--- config.mk ---
export PLATFORM = sky130hd
export DESIGN_NAME = text_pixel_gen
export DESIGN_NICKNAME = d
export VERILOG_FILES = /design/src/rtl/text_pixel_gen.sv
export SDC_FILE = /design/constraint.sdc
export NUM_CORES = 1
export LEC_CHECK = 0
export CORE_MARGIN = 2
export CORE_UTILIZATION = 47
export CTS_CLUSTER_DIAMETER = 100
export DETAILED_ROUTE_END_ITERATION = 10
export GPL_TIMING_DRIVEN = 1
export HOLD_SLACK_MARGIN = 0.15
export PLACE_DENSITY = 0.8
export REMOVE_ABC_BUFFERS = 1
export SLEW_MARGIN = 10
export SYNTH_ARGS = -nofsm -noshare
export SYNTH_HDL_FRONTEND = slang
export SYNTH_SLANG_ARGS = --single-unit
--- constraint.sdc ---
create_clock -name Clk -period 3.3 [get_ports Clk]
set_clock_uncertainty 0.2 [all_clocks]
set_input_delay 0.66 -clock Clk [delete_from_list [all_inputs] [get_ports Clk]]
set_output_delay 0.66 -clock Clk [all_outputs]
set_load 0.02 [all_outputs]
--- src/rtl/text_pixel_gen.sv ---
// text_pixel_gen: character-cell text renderer front end.
//   Turns a pixel coordinate stream into text RAM / font ROM reads and emits
//   a foreground flag plus color index a fixed 4 clocks after each sample.
//   Sample edge S registers text_addr; the text RAM answers one cycle later,
//   so font_addr is registered at S+2; the font ROM answers one cycle later,
//   so ch_on/color are registered at S+4. One pixel per clock, no stalls.
// Ports:
//   Clk, Reset          clock, async active-high reset
//   DrawX, DrawY        pixel coordinate (visible 640x480)
//   pix_en              pixel request valid this cycle
//   frame_start         one-cycle pulse per frame, drives the blink timer
//   cursor_en/_x/_y     underline cursor enable and cell position
//   text_addr/text_data text RAM cell address / cell word
//                       (word: [6:0] code, [7] invert, [10:8] color, [11] blink)
//   font_addr/font_data font ROM address {code, glyph row} / glyph row bits
//   ch_on, color        foreground flag and color index to the color table
module text_pixel_gen #(
  parameter int COLS         = 80,
  parameter int ROWS         = 30,
  parameter int BLINK_FRAMES = 30
) (
  input  logic        Clk,
  input  logic        Reset,
  input  logic [9:0]  DrawX,
  input  logic [9:0]  DrawY,
  input  logic        pix_en,
  input  logic        frame_start,
  input  logic        cursor_en,
  input  logic [6:0]  cursor_x,
  input  logic [4:0]  cursor_y,
  output logic [11:0] text_addr,
  input  logic [11:0] text_data,
  output logic [10:0] font_addr,
  input  logic [7:0]  font_data,
  output logic        ch_on,
  output logic [2:0]  color
);

  localparam int STAGES = 4;

  // sample-stage decode
  logic       vis_s;
  logic [6:0] col_s;
  logic [4:0] row_s;
  logic [3:0] grow_s;
  logic [2:0] gcol_s;
  logic       hit_s;

  // per-pixel side info, index i is aligned with edge S+i
  logic [STAGES-1:0]      vld_pipe_d,   vld_pipe_q;
  logic [STAGES-1:0]      phase_pipe_d, phase_pipe_q;
  logic [STAGES-1:0]      curs_pipe_d,  curs_pipe_q;
  logic [STAGES-1:0][2:0] gcol_pipe_d,  gcol_pipe_q;
  // glyph row only needed until font_addr is formed at S+2
  logic [1:0][3:0]        grow_pipe_d,  grow_pipe_q;
  // text_data[11:7] captured at S+2 ([0]) and S+3 ([1])
  logic [1:0][4:0]        attr_pipe_d,  attr_pipe_q;

  logic [11:0] text_addr_d, text_addr_q;
  logic [10:0] font_addr_d, font_addr_q;
  logic        ch_on_d, ch_on_q;
  logic [2:0]  color_d, color_q;
  logic [5:0]  fcnt_d, fcnt_q;
  logic        phase_d, phase_q;

  logic [4:0]  attr_o;
  logic        glyph_bit;
  logic        pix;

  always_comb begin
    vis_s  = pix_en && (DrawX < 10'd640) && (DrawY < 10'd480);
    col_s  = DrawX[9:3];
    row_s  = DrawY[8:4];
    grow_s = DrawY[3:0];
    gcol_s = DrawX[2:0];
    // Cursor is an underline on glyph rows 14/15, shown only in the "on"
    // blink half; an off-screen cursor position never matches.
    hit_s  = cursor_en && phase_q &&
             (col_s == cursor_x) && (row_s == cursor_y) &&
             (32'(cursor_x) < COLS) && (32'(cursor_y) < ROWS) &&
             (grow_s[3:1] == 3'b111);

    text_addr_d = vis_s ? 12'(32'(row_s) * COLS + 32'(col_s)) : '0;

    // phase_q is sampled before its own update, so a pixel on the
    // frame_start edge sees the old phase
    vld_pipe_d   = {vld_pipe_q[STAGES-2:0],   vis_s};
    phase_pipe_d = {phase_pipe_q[STAGES-2:0], phase_q};
    curs_pipe_d  = {curs_pipe_q[STAGES-2:0],  hit_s};
    gcol_pipe_d  = {gcol_pipe_q[STAGES-2:0],  gcol_s};
    grow_pipe_d  = {grow_pipe_q[0], grow_s};
    attr_pipe_d  = {attr_pipe_q[0], text_data[11:7]};

    font_addr_d = vld_pipe_q[1] ? {text_data[6:0], grow_pipe_q[1]} : '0;

    // output stage: font_data belongs to the pixel at index 3
    attr_o    = attr_pipe_q[1];
    glyph_bit = font_data[3'd7 - gcol_pipe_q[3]];
    if (attr_o[4] && phase_pipe_q[3]) glyph_bit = 1'b0;
    pix       = (glyph_bit ^ attr_o[0]) | curs_pipe_q[3];
    ch_on_d   = vld_pipe_q[3] & pix;
    color_d   = vld_pipe_q[3] ? attr_o[3:1] : 3'd0;

    fcnt_d  = fcnt_q;
    phase_d = phase_q;
    if (frame_start) begin
      if (fcnt_q == 6'(BLINK_FRAMES - 1)) begin
        fcnt_d  = '0;
        phase_d = ~phase_q;
      end else begin
        fcnt_d  = fcnt_q + 6'd1;
      end
    end
  end

  always_ff @(posedge Clk or posedge Reset) begin
    if (Reset) begin
      vld_pipe_q   <= '0;
      phase_pipe_q <= '0;
      curs_pipe_q  <= '0;
      gcol_pipe_q  <= '0;
      grow_pipe_q  <= '0;
      attr_pipe_q  <= '0;
      text_addr_q  <= '0;
      font_addr_q  <= '0;
      ch_on_q      <= 1'b0;
      color_q      <= '0;
      fcnt_q       <= '0;
      phase_q      <= 1'b0;
    end else begin
      vld_pipe_q   <= vld_pipe_d;
      phase_pipe_q <= phase_pipe_d;
      curs_pipe_q  <= curs_pipe_d;
      gcol_pipe_q  <= gcol_pipe_d;
      grow_pipe_q  <= grow_pipe_d;
      attr_pipe_q  <= attr_pipe_d;
      text_addr_q  <= text_addr_d;
      font_addr_q  <= font_addr_d;
      ch_on_q      <= ch_on_d;
      color_q      <= color_d;
      fcnt_q       <= fcnt_d;
      phase_q      <= phase_d;
    end
  end

  assign text_addr = text_addr_q;
  assign font_addr = font_addr_q;
  assign ch_on     = ch_on_q;
  assign color     = color_q;

endmodule

==> Word-level counts from Yosys, hierarchy flattened <==
Cells that the tools add are included.
{ "totals": {"register_bits": 76, "input_bits": 57, "out_inout_bits": 27, "wordCells": 51} }
{ "op_classes": {"magnitude_cmp": 5, "n_mul": 1, "addsub": 3, "n_bitwise": 4, "n_eq_ne": 4, "n_mux": 7, "reduce_logical": 10} }
{ "ops": {"columns": ["operator", "count"], "rows": [
  ["12-bit by 7-bit adder with 12-bit output", 1],
  ["12-bit two-way mux", 1],
  ["11-bit two-way mux", 1],
  ["10-bit < comparator, second input constant", 1],
  ["10-bit by 9-bit < comparator with 1-bit output, second input constant", 1],
  ["1-bit logical AND", 9],
  ["5-bit by 3-bit multiplier with 8-bit output, second input constant", 1],
  ["7-bit equality test", 1],
  ["7-bit < comparator, second input constant", 1],
  ["6-bit by 1-bit adder with 6-bit output, second input constant", 1],
  ["6-bit by 5-bit equality test with 1-bit output, second input constant", 1],
  ["6-bit two-way mux", 1],
  ["5-bit equality test", 1],
  ["5-bit < comparator, second input constant", 1],
  ["3-bit by 4-bit < comparator with 1-bit output, second input constant", 1],
  ["1-bit binary-select mux with 3-bit select", 1],
  ["3-bit equality test, second input constant", 1],
  ["3-bit two-way mux", 1],
  ["3-bit subtractor, first input constant", 1],
  ["1-bit two-way mux", 2],
  ["2-bit AND reduction", 1],
  ["1-bit bitwise AND", 1],
  ["1-bit NOT", 1],
  ["1-bit bitwise OR", 1],
  ["1-bit XOR", 1]
]} }

==> Logic depth before layout (Yosys ltp) <==
Gate-level depths: netlist of the first run.
{ "logic_depth": {"word_depth": 7, "ltp_mapped": 8, "mapped_depth_nobuf": 8} }

==> Worst setup path before layout of the first run <==
Ideal clock, no wire load.
{ "synth_path": {"kind": "input to register", "from": "input DrawY[5]", "to": "register text_addr_q[10], in the netlist text_addr[10]", "path_stages": 8, "t_required_ns": 3.021, "setup_time_ns": 0.079, "n_path_buf": 0, "setup_slack_ns": 0.730, "arrival_ns": 2.291, "path_cell_list": "ha_1 ha_1 inv_1 fa_1 xnor2_1 o2111ai_1 or2_2 mux2i_1"} }
{ "synth_between": {"elab_chain_len": 3, "elab_cells_between_ends": 5, "classes_between": "add/sub (1); mul (1); order compare (1); mux (1); reduce/logical (1)"} }
{ "synth_rtl": {"columns": ["item", "line_no", "rtl"], "rows": [
  ["start, declared", "25", "input logic [9:0] DrawY,"],
  ["5-bit by 3-bit multiplier with 8-bit output or 10-bit by 9-bit < comparator with 1-bit output (tied branches)", "83, 71", null],
  ["12-bit by 7-bit adder with 12-bit output or 1-bit logical AND (tied branches)", "83, 71", null],
  ["12-bit two-way mux *", "83", "text_addr_d = vis_s ? 12'(32'(row_s) * COLS + 32'(col_s)) : '0;"],
  ["named net text_addr_d[10]", "59", "logic [11:0] text_addr_d, text_addr_q;"],
  ["end signal, assigned", "137", "text_addr_q <= text_addr_d;"],
  ["end, declared", "59", null]
]} }
Mark *: on every way through the listed nets, which the timed path passes. The rest lies on a longest branch.
A chain may end at the register's enable or synchronous reset.

==> Worst setup path after layout of the first run <==
Same ends and word-level chain as after synthesis.

==> load_flow_metrics.sql, run 1 <==
INSERT INTO impl_metrics (metric_group, metric, value, unit) VALUES
('cts', 'cts_tree', 'done', ''),
('setup_path', 'reg2regPathDepth', '3', ''),
('setup_path', 'critical_path_cell_count', '9', ''),
('grt', 'largest_net_degree_at_the_start_of_global_routing', '77', ''),
('cts', 'cts.root.buffer_cell', 'clkbuf_8', ''),
('timing', 'setup-violations-final', '0', ''),
('routing', 'detailed_route_wire_length', '5.06', 'mm'),
('synthesis', 'ys.flop_type', 'dfrtp_1', ''),
('synthesis', 'synth_enable_flop_cells', '0', ''),
('cells_and_area', 'diodes', '0', ''),
('cells_and_area', 'most_frequent_cells_in_the_layout', 'clkdlybuf4s50_1 (83), dfrtp_1 (76), and2_1 (19)', ''),
('power', 'total_chip_power', '0.00206', 'W'),
('power', 'pwrdens', '512', 'nW/um2'),
('cells_and_area', 'mostFrequentLayoutCell', 'clkdlybuf4s50_1', ''),
('floorplan', 'die_w', '81.9', 'um'),
('cells_and_area', 'postLayoutCoreUtil', '0.682', ''),
('cts', 'cts.path.max_buffers', '2', ''),
('synthesis', 'async_flop_share', '1.00', ''),
('setup_path', 'timing.critical_path.buf_inv', '2', ''),
('floorplan', 'core.rowCount', '28', ''),
('power', 'cellLeakagePower', '1.82', 'nW'),
('timing', 'hold_viol', '0', ''),
('timing', 'setup_tns', '0', 'ns'),
('synthesis', 'synth.avg_cell_area', '13.5', 'um2'),
('hold_path', 'hp-class', 'register to register', ''),
('cells_and_area', 'area_growth', '40.7', '%'),
('floorplan', 'fp.dieArea', '6710', 'um2'),
('routing', 'routed-via-count', '1874', ''),
('setup_path', 'cpMostUsedCell', 'ha_1', ''),
('routing', 'wire_per_inst', '13.0', 'um'),
('setup_path', 'cp_data_required_time', '3.35', 'ns'),
('synthesis', 'synth-seq-cells', '76', ''),
('setup_path', 'critical_path_peak_fanout', '3', ''),
('setup_path', 'cpMaxStageDelayCell', 'clkdlybuf4s50_1', ''),
('timing', 'period_share', '0.881', ''),
('timing', 'rsz_0062_raised_after_global_routing', 'false', ''),
('setup_path', 'worst_path_dominant_cell_family', 'adder cells', ''),
('hold_path', 'whs_path_depth', '0', ''),
('synthesis', 'mappedNetlistArea', '2850', 'um2'),
('routing', 'initial_drc_count', '77', ''),
('cells_and_area', 'final_net_count', '378', ''),
('grt', 'gr-total-overflow', '0', ''),
('cts', 'number_of_buffers_created_by_cts', '9', ''),
('routing', 'vias_per_cell', '4.83', ''),
('job', 'drv.max_cap_violation_count', '0', ''),
('setup_path', 'critical_setup_path_class', 'input pin to register', ''),
('timing', 'maxSlewViolCount', '0', ''),
('cts', 'post-cts-setup-buffers', '0', ''),
('cts', 'post_cts_hold_buffer_count', '1', ''),
('cts', 'clk_latency', '0.33', 'ns'),
('routing', 'ant_nets', '0', ''),
('synthesis', 'post_synth_num_cell_types', '37', ''),
('grt', 'first_global_vias', '1903', ''),
('synthesis', 'post_synth_inst_count', '211', ''),
('cts', 'path_clk_slew', '0.08', 'ns'),
('routing', 'detailedRoute.firstPassIterationCount', '6', ''),
('cells_and_area', 'drive_gt1_frac', '0.0767', ''),
('routing', 'drcViolationCount', '0', ''),
('grt', 'number_of_antenna_violations_at_the_first_check_in_global_routing', '0', ''),
('grt', 'wire_length_of_the_first_global_routing_pass', '8.45', 'mm'),
('setup_path', 'worstPathCellList', 'clkdlybuf4s50_1 > ha_1 > ha_1 > inv_1 > fa_1 > xnor2_1 > o2111ai_1 > or2_2 > mux2i_1', ''),
('cts', 'cts_sinks', '76', ''),
('floorplan', 'initial_standard_cell_utilization_of_the_core', '0.485', ''),
('cts', 'cts.htree.levels', '3', ''),
('floorplan', 'die-height', '81.9', 'um'),
('setup_path', 'kind_of_capture_point_of_the_worst_setup_path', 'register', ''),
('timing', 'fmax', '344', 'MHz'),
('placed_design', 'buffer_ports.inserted', '83', ''),
('synthesis', 'yosys_warnings', '0', ''),
('floorplan', 'core-area', '5890', 'um2'),
('placed_design', 'hpwl_dp', '3.79', 'mm'),
('placed_design', 'place_congestion', '0.750', ''),
('timing', 'maxSlewHeadroom', '0.710', ''),
('synthesis', 'ys_seq_area_frac', '0.667', ''),
('floorplan', 'num_io_pins', '84', ''),
('timing', 'tightestPinTransition', '0.432', 'ns'),
('setup_path', 'worst_setup_path_start_kind', 'input pin', ''),
('setup_path', 'critPathMaxStageDelay', '0.44', 'ns'),
('cts', 'postCtsResizedCells', '0', ''),
('timing', 'fin_crit', '2.91', 'ns'),
('setup_path', 'timing.critical_path.arrival', '2.95', 'ns'),
('status', 'status', 'finished clean', ''),
('grt', 'grt_util_all_layers', '0.173', ''),
('power', 'worst_ir_drop_vdd', '256', 'uV');
per-stage QoR:
step | hold slack, ns | worst slack [ns] | std cells | area, um2
after floorplan | 0.131 | 0.502 | 209 | 2850
after global placement | 0.133 | 0.184 | 371 | 3810
after detailed placement | 0.135 | 0.104 | 371 | 3810
after CTS | 0.152 | 0.400 | 388 | 4020
after global routing | 0.162 | 0.230 | 388 | 4020
final | 0.150 | 0.394 | 388 | 4020
sequential cells by signal, indices dropped and copies added (netlist names):
signal and count:
curs_pipe_q 4, attr_pipe_d 5, grow_pipe_q 4, phase_q 1
vld_pipe_q 4, gcol_pipe_q 3, ch_on 1, attr_o 5
gcol_pipe_d 9, fcnt_q 6, grow_pipe_d 4, text_addr 12
font_addr 11, color 3, phase_pipe_q 4
cell families (layout without fill, tap and decap cells):
family,after synthesis,count (layout),synth area share
fa+ha+maj,13,13,0.0623
buf+inv,15,117,0.0197
flops,76,76,0.667
xor+xnor,18,18,0.0553
simple gates,59,59,0.116
mux,5,5,0.0219
compound gates,25,25,0.0583
final timing paths:
kind                            slack, ns                  endpoint                       from
worst max-delay path                 0.39   text_addr[10]$_DFF_PP0_                   DrawY[5]
max in group asynchronous            2.08        color[1]$_DFF_PP0_                      Reset
min in group asynchronous            0.53  gcol_pipe_d[3]$_DFF_PP0_                      Reset
worst max register to register       1.58           ch_on$_DFF_PP0_  gcol_pipe_q[10]$_DFF_PP0_
worst min register to register       0.15       attr_o[1]$_DFF_PP0_   attr_pipe_d[6]$_DFF_PP0_
worst min-delay path                 0.15       attr_o[1]$_DFF_PP0_   attr_pipe_d[6]$_DFF_PP0_
layer usage:
| layer | vias up | routed length [um] | track usage | share of wire |
|---|---|---|---|---|
| met4 | 0 | 59 | 0.0700 | 0.012 |
| li1 | 900 | - | - | - |
| met5 | - | 0 | 0 | 0 |
| met1 | 898 | 2030 | 0.205 | 0.40 |
| met3 | 5 | 408 | 0.0648 | 0.081 |
| met2 | 71 | 2560 | 0.286 | 0.51 |
Yosys cell counts, drive strengths merged (2+ instances only):
library cell	n	area, um2
a21o	2	15.0
a21oi	5	25.0
and2	19	119
clkbuf	2	7.51
dfrtp	76	1900
fa	2	40.0
ha	11	138
inv	13	48.8
mux2i	4	40.0
nand2	8	30.0
nand2b	2	12.5
nand3	3	15.0
nand3b	2	15.0
nand4	5	31.3
nor2	9	33.8
nor2b	5	31.3
nor3	2	15.0
o21ai	7	35.0
xnor2	17	149
layout make-up:
cell class | count | area (um2)
clock buffers | 10 | 128
clock inverters | 6 | 63.8
fillers | 460 | 1870
inverters | 13 | 50.0
multi-input cells | 120 | 895
flip-flops and latches | 76 | 1900
well taps | 75 | 93.8
repair buffers | 88 | 883
power by group:
| part | leakage, nW | total (W) | switching [W] | internal [W] |
|---|---|---|---|---|
| registers | 0.969 | 0.00107 | 0.0000556 | 0.00101 |
| logic | 0.754 | 0.000318 | 0.000140 | 0.000178 |
| clock network | 0.0927 | 0.000667 | 0.000318 | 0.000349 |
| total | 1.82 | 0.00206 | 0.000514 | 0.00154 |
worst register-to-register path: cells and delay by family (launching register included):
| family | cells | cell delay (ns) |
|---|---|---|
| flops | 1 | 0.42 |
| mux | 1 | 0.53 |
| compound gates | 2 | 0.46 |
(Power assumes the default switching activity.)
==> inputs of run 2 (changes only) <==
--- a/config.mk
+++ b/config.mk
@@ -6,12 +6,11 @@
 export NUM_CORES = 1
 export LEC_CHECK = 0
 export CORE_MARGIN = 2
-export CORE_UTILIZATION = 47
+export CORE_UTILIZATION = 42
 export CTS_CLUSTER_DIAMETER = 100
 export DETAILED_ROUTE_END_ITERATION = 10
-export GPL_TIMING_DRIVEN = 1
 export HOLD_SLACK_MARGIN = 0.15
-export PLACE_DENSITY = 0.8
+export PLACE_DENSITY = 0.75
 export REMOVE_ABC_BUFFERS = 1
 export SLEW_MARGIN = 10
 export SYNTH_ARGS = -nofsm -noshare
==> constraint.sdc (replaced) <==
create_clock -name Clk -period 2.5 [get_ports Clk]
set_clock_uncertainty 0.2 [all_clocks]
set_input_delay 0.5 -clock Clk [delete_from_list [all_inputs] [get_ports Clk]]
set_output_delay 0.5 -clock Clk [all_outputs]
set_load 0.02 [all_outputs]
==> run 2 against run 1 <==
Via count increased by 1.6%. Register-to-register slack worse by 0.78 ns. Non-clock buffer count grew 14. Hold slack worse by 0.0021 ns. Critical endpoint is now text_addr[11]$_DFF_PP0_. Largest power group unchanged.
==> load_flow_metrics.sql, run 2 (same netlist as run 1, synthesis figures left out) <==
INSERT INTO impl_metrics (metric_group, metric, value, unit) VALUES
('cells_and_area', 'largest_register_ff_count', '12', ''),
('setup_path', 'timing.critical_path.arrival', '2.43', 'ns'),
('timing', 'min_hold_slack', '0.148', 'ns'),
('floorplan', 'die-height', '86.4', 'um'),
('power', 'worst_ir_drop_vdd', '311', 'uV'),
('routing', 'vias_per_cell', '4.68', ''),
('placed_design', 'place_congestion', '0.759', ''),
('setup_path', 'cp_data_required_time', '2.53', 'ns'),
('status', 'status', 'finished clean', ''),
('cells_and_area', 'mostFrequentLayoutCell', 'clkdlybuf4s50_1', ''),
('routing', 'drcViolationCount', '0', ''),
('routing', 'detailed_route_wire_length', '5.13', 'mm'),
('power', 'total_chip_power', '0.00299', 'W'),
('timing', 'maxSlewViolCount', '0', ''),
('floorplan', 'core-area', '6680', 'um2'),
('job', 'drv.max_cap_violation_count', '0', ''),
('grt', 'wire_length_of_the_first_global_routing_pass', '8.60', 'mm'),
('grt', 'grt_util_met1', '0.172', ''),
('cells_and_area', 'area_growth', '47.9', '%'),
('setup_path', 'kind_of_capture_point_of_the_worst_setup_path', 'register', ''),
('grt', 'largest_net_degree_at_the_start_of_global_routing', '63', ''),
('timing', 'hold_viol', '0', ''),
('timing', 'period_share', '0.961', ''),
('placed_design', 'numPlacedInstances', '388', ''),
('floorplan', 'initial_standard_cell_utilization_of_the_core', '0.427', ''),
('cts', 'cts.htree.levels', '3', ''),
('grt', 'grt_util_all_layers', '0.151', ''),
('setup_path', 'critical_setup_path_class', 'input pin to register', ''),
('floorplan', 'num_io_pins', '84', ''),
('timing', 'fin_crit', '2.40', 'ns'),
('timing', 'maxSlewHeadroom', '0.697', ''),
('hold_path', 'hp-class', 'register to register', ''),
('routing', 'routed-via-count', '1904', ''),
('timing', 'fmax', '416', 'MHz'),
('grt', 'globalRoute.busiestLayer', 'met2', ''),
('cells_and_area', 'finalNonFillerCells', '407', ''),
('routing', 'wire_per_inst', '12.6', 'um'),
('floorplan', 'fp.dieArea', '7470', 'um2'),
('timing', 'rsz_0062_raised_after_global_routing', 'false', ''),
('cts', 'clk_latency', '0.34', 'ns'),
('grt', 'gr-total-overflow', '0', ''),
('power', 'cellLeakagePower', '1.94', 'nW'),
('routing', 'detailedRoute.firstPassIterationCount', '4', ''),
('floorplan', 'die_w', '86.4', 'um'),
('floorplan', 'core.rowCount', '30', ''),
('routing', 'initial_drc_count', '58', ''),
('timing', 'tightestPinTransition', '0.452', 'ns'),
('power', 'pwrdens', '709', 'nW/um2'),
('setup_path', 'critical_path_peak_fanout', '2', ''),
('routing', 'ant_nets', '0', ''),
('cells_and_area', 'design_area', '4220', 'um2'),
('cts', 'cts.path.max_buffers', '2', ''),
('cts', 'path_clk_slew', '0.08', 'ns'),
('placed_design', 'total_cell_area_at_the_placement_stage', '3910', 'um2'),
('cts', 'number_of_buffers_created_by_cts', '9', ''),
('cells_and_area', 'final_net_count', '392', ''),
('setup_path', 'timing.reg2reg.setup_slack', '0.80', 'ns'),
('cells_and_area', 'diodes', '0', ''),
('cts', 'cts_tree', 'done', ''),
('grt', 'first_global_vias', '1981', ''),
('timing', 'setup-violations-final', '0', ''),
('grt', 'number_of_antenna_violations_at_the_first_check_in_global_routing', '0', ''),
('placed_design', 'buffer_ports.inserted', '83', ''),
('grt', 'gr-usage-met3', '0.0505', ''),
('setup_path', 'worst_setup_path_start_kind', 'input pin', ''),
('cts', 'cts_sinks', '76', ''),
('cells_and_area', 'drive_gt1_frac', '0.138', ''),
('cts', 'cts.root.buffer_cell', 'clkbuf_8', ''),
('placed_design', 'hpwl_dp', '3.88', 'mm'),
('cells_and_area', 'most_frequent_cells_in_the_layout', 'clkdlybuf4s50_1 (81), dfrtp_1 (76), and2_1 (19)', ''),
('grt', 'grt_use_met2', '0.257', '');
-- run 2: power by group --
group | total (W) | switching (W) | internal [W]
sequential | 0.00141 | 0.0000737 | 0.00134
clock | 0.00112 | 0.000419 | 0.000696
combinational | 0.000462 | 0.000196 | 0.000266
total | 0.00299 | 0.000689 | 0.00230
-- run 2: final cells by class --
| cell class | instances | area [um2] |
|---|---|---|
| clock buffers | 11 | 141 |
| clock inverters | 5 | 108 |
| fillers | 533 | 2460 |
| inverters | 13 | 50.0 |
| multi-input cells | 120 | 922 |
| flip-flops and latches | 76 | 1900 |
| well taps | 80 | 100 |
| repair buffers | 102 | 996 |
-- run 2: routing by layer --
layer	up-vias	wire length [um]	part of all wire
met5	-	0	0
li1	932	-	-
met2	65	2560	0.50
met3	7	353	0.069
met1	900	2150	0.42
met4	0	70	0.014
-- run 2: stage by stage --
step	util	setup TNS, ns	setup WS [ns]
after global routing	0.631	0	0.0476
final	0.631	0	0.0965
after CTS	0.627	0	0.0417
after global placement	0.585	-1.20	-0.378
after detailed placement	0.585	-1.34	-0.407
after floorplan	-	-10.51	-0.138
-- run 2: final timing paths --
| kind | startpoint | to | cells past startpoint |
|---|---|---|---|
| worst min register to register | grow_pipe_d[5]$_DFF_PP0_ | grow_pipe_q[5]$_DFF_PP0_ | 0 |
| worst max register to register | gcol_pipe_q[10]$_DFF_PP0_ | ch_on$_DFF_PP0_ | 3 |
| worst min-delay path | grow_pipe_d[5]$_DFF_PP0_ | grow_pipe_q[5]$_DFF_PP0_ | 0 |
| max in group asynchronous | Reset | gcol_pipe_d[10]$_DFF_PP0_ | 3 |
| worst max-delay path | DrawY[5] | text_addr[11]$_DFF_PP0_ | 9 |
| min in group asynchronous | Reset | text_addr[4]$_DFF_PP0_ | 2 |
-- run 2: timing repair --
| item | in CTS | in global routing |
|---|---|---|
| resized for setup | 2 | 10 |
| buffers inserted | 1 | 0 |
| setup endpoints to repair | 2 | 3 |
| pin swaps | 1 | 5 |
| hold endpoints to repair | 2 | 0 |
| hold buffers | 2 | 0 |
-- run 2: worst max-delay path, cell delays in order --
cell,delay (ns)
clkdlybuf4s50_1,0.42
ha_1,0.28
ha_2,0.17
inv_2,0.04
fa_2,0.38
xnor2_2,0.16
buf_4,0.14
buf_4,0.13
a41o_1,0.22
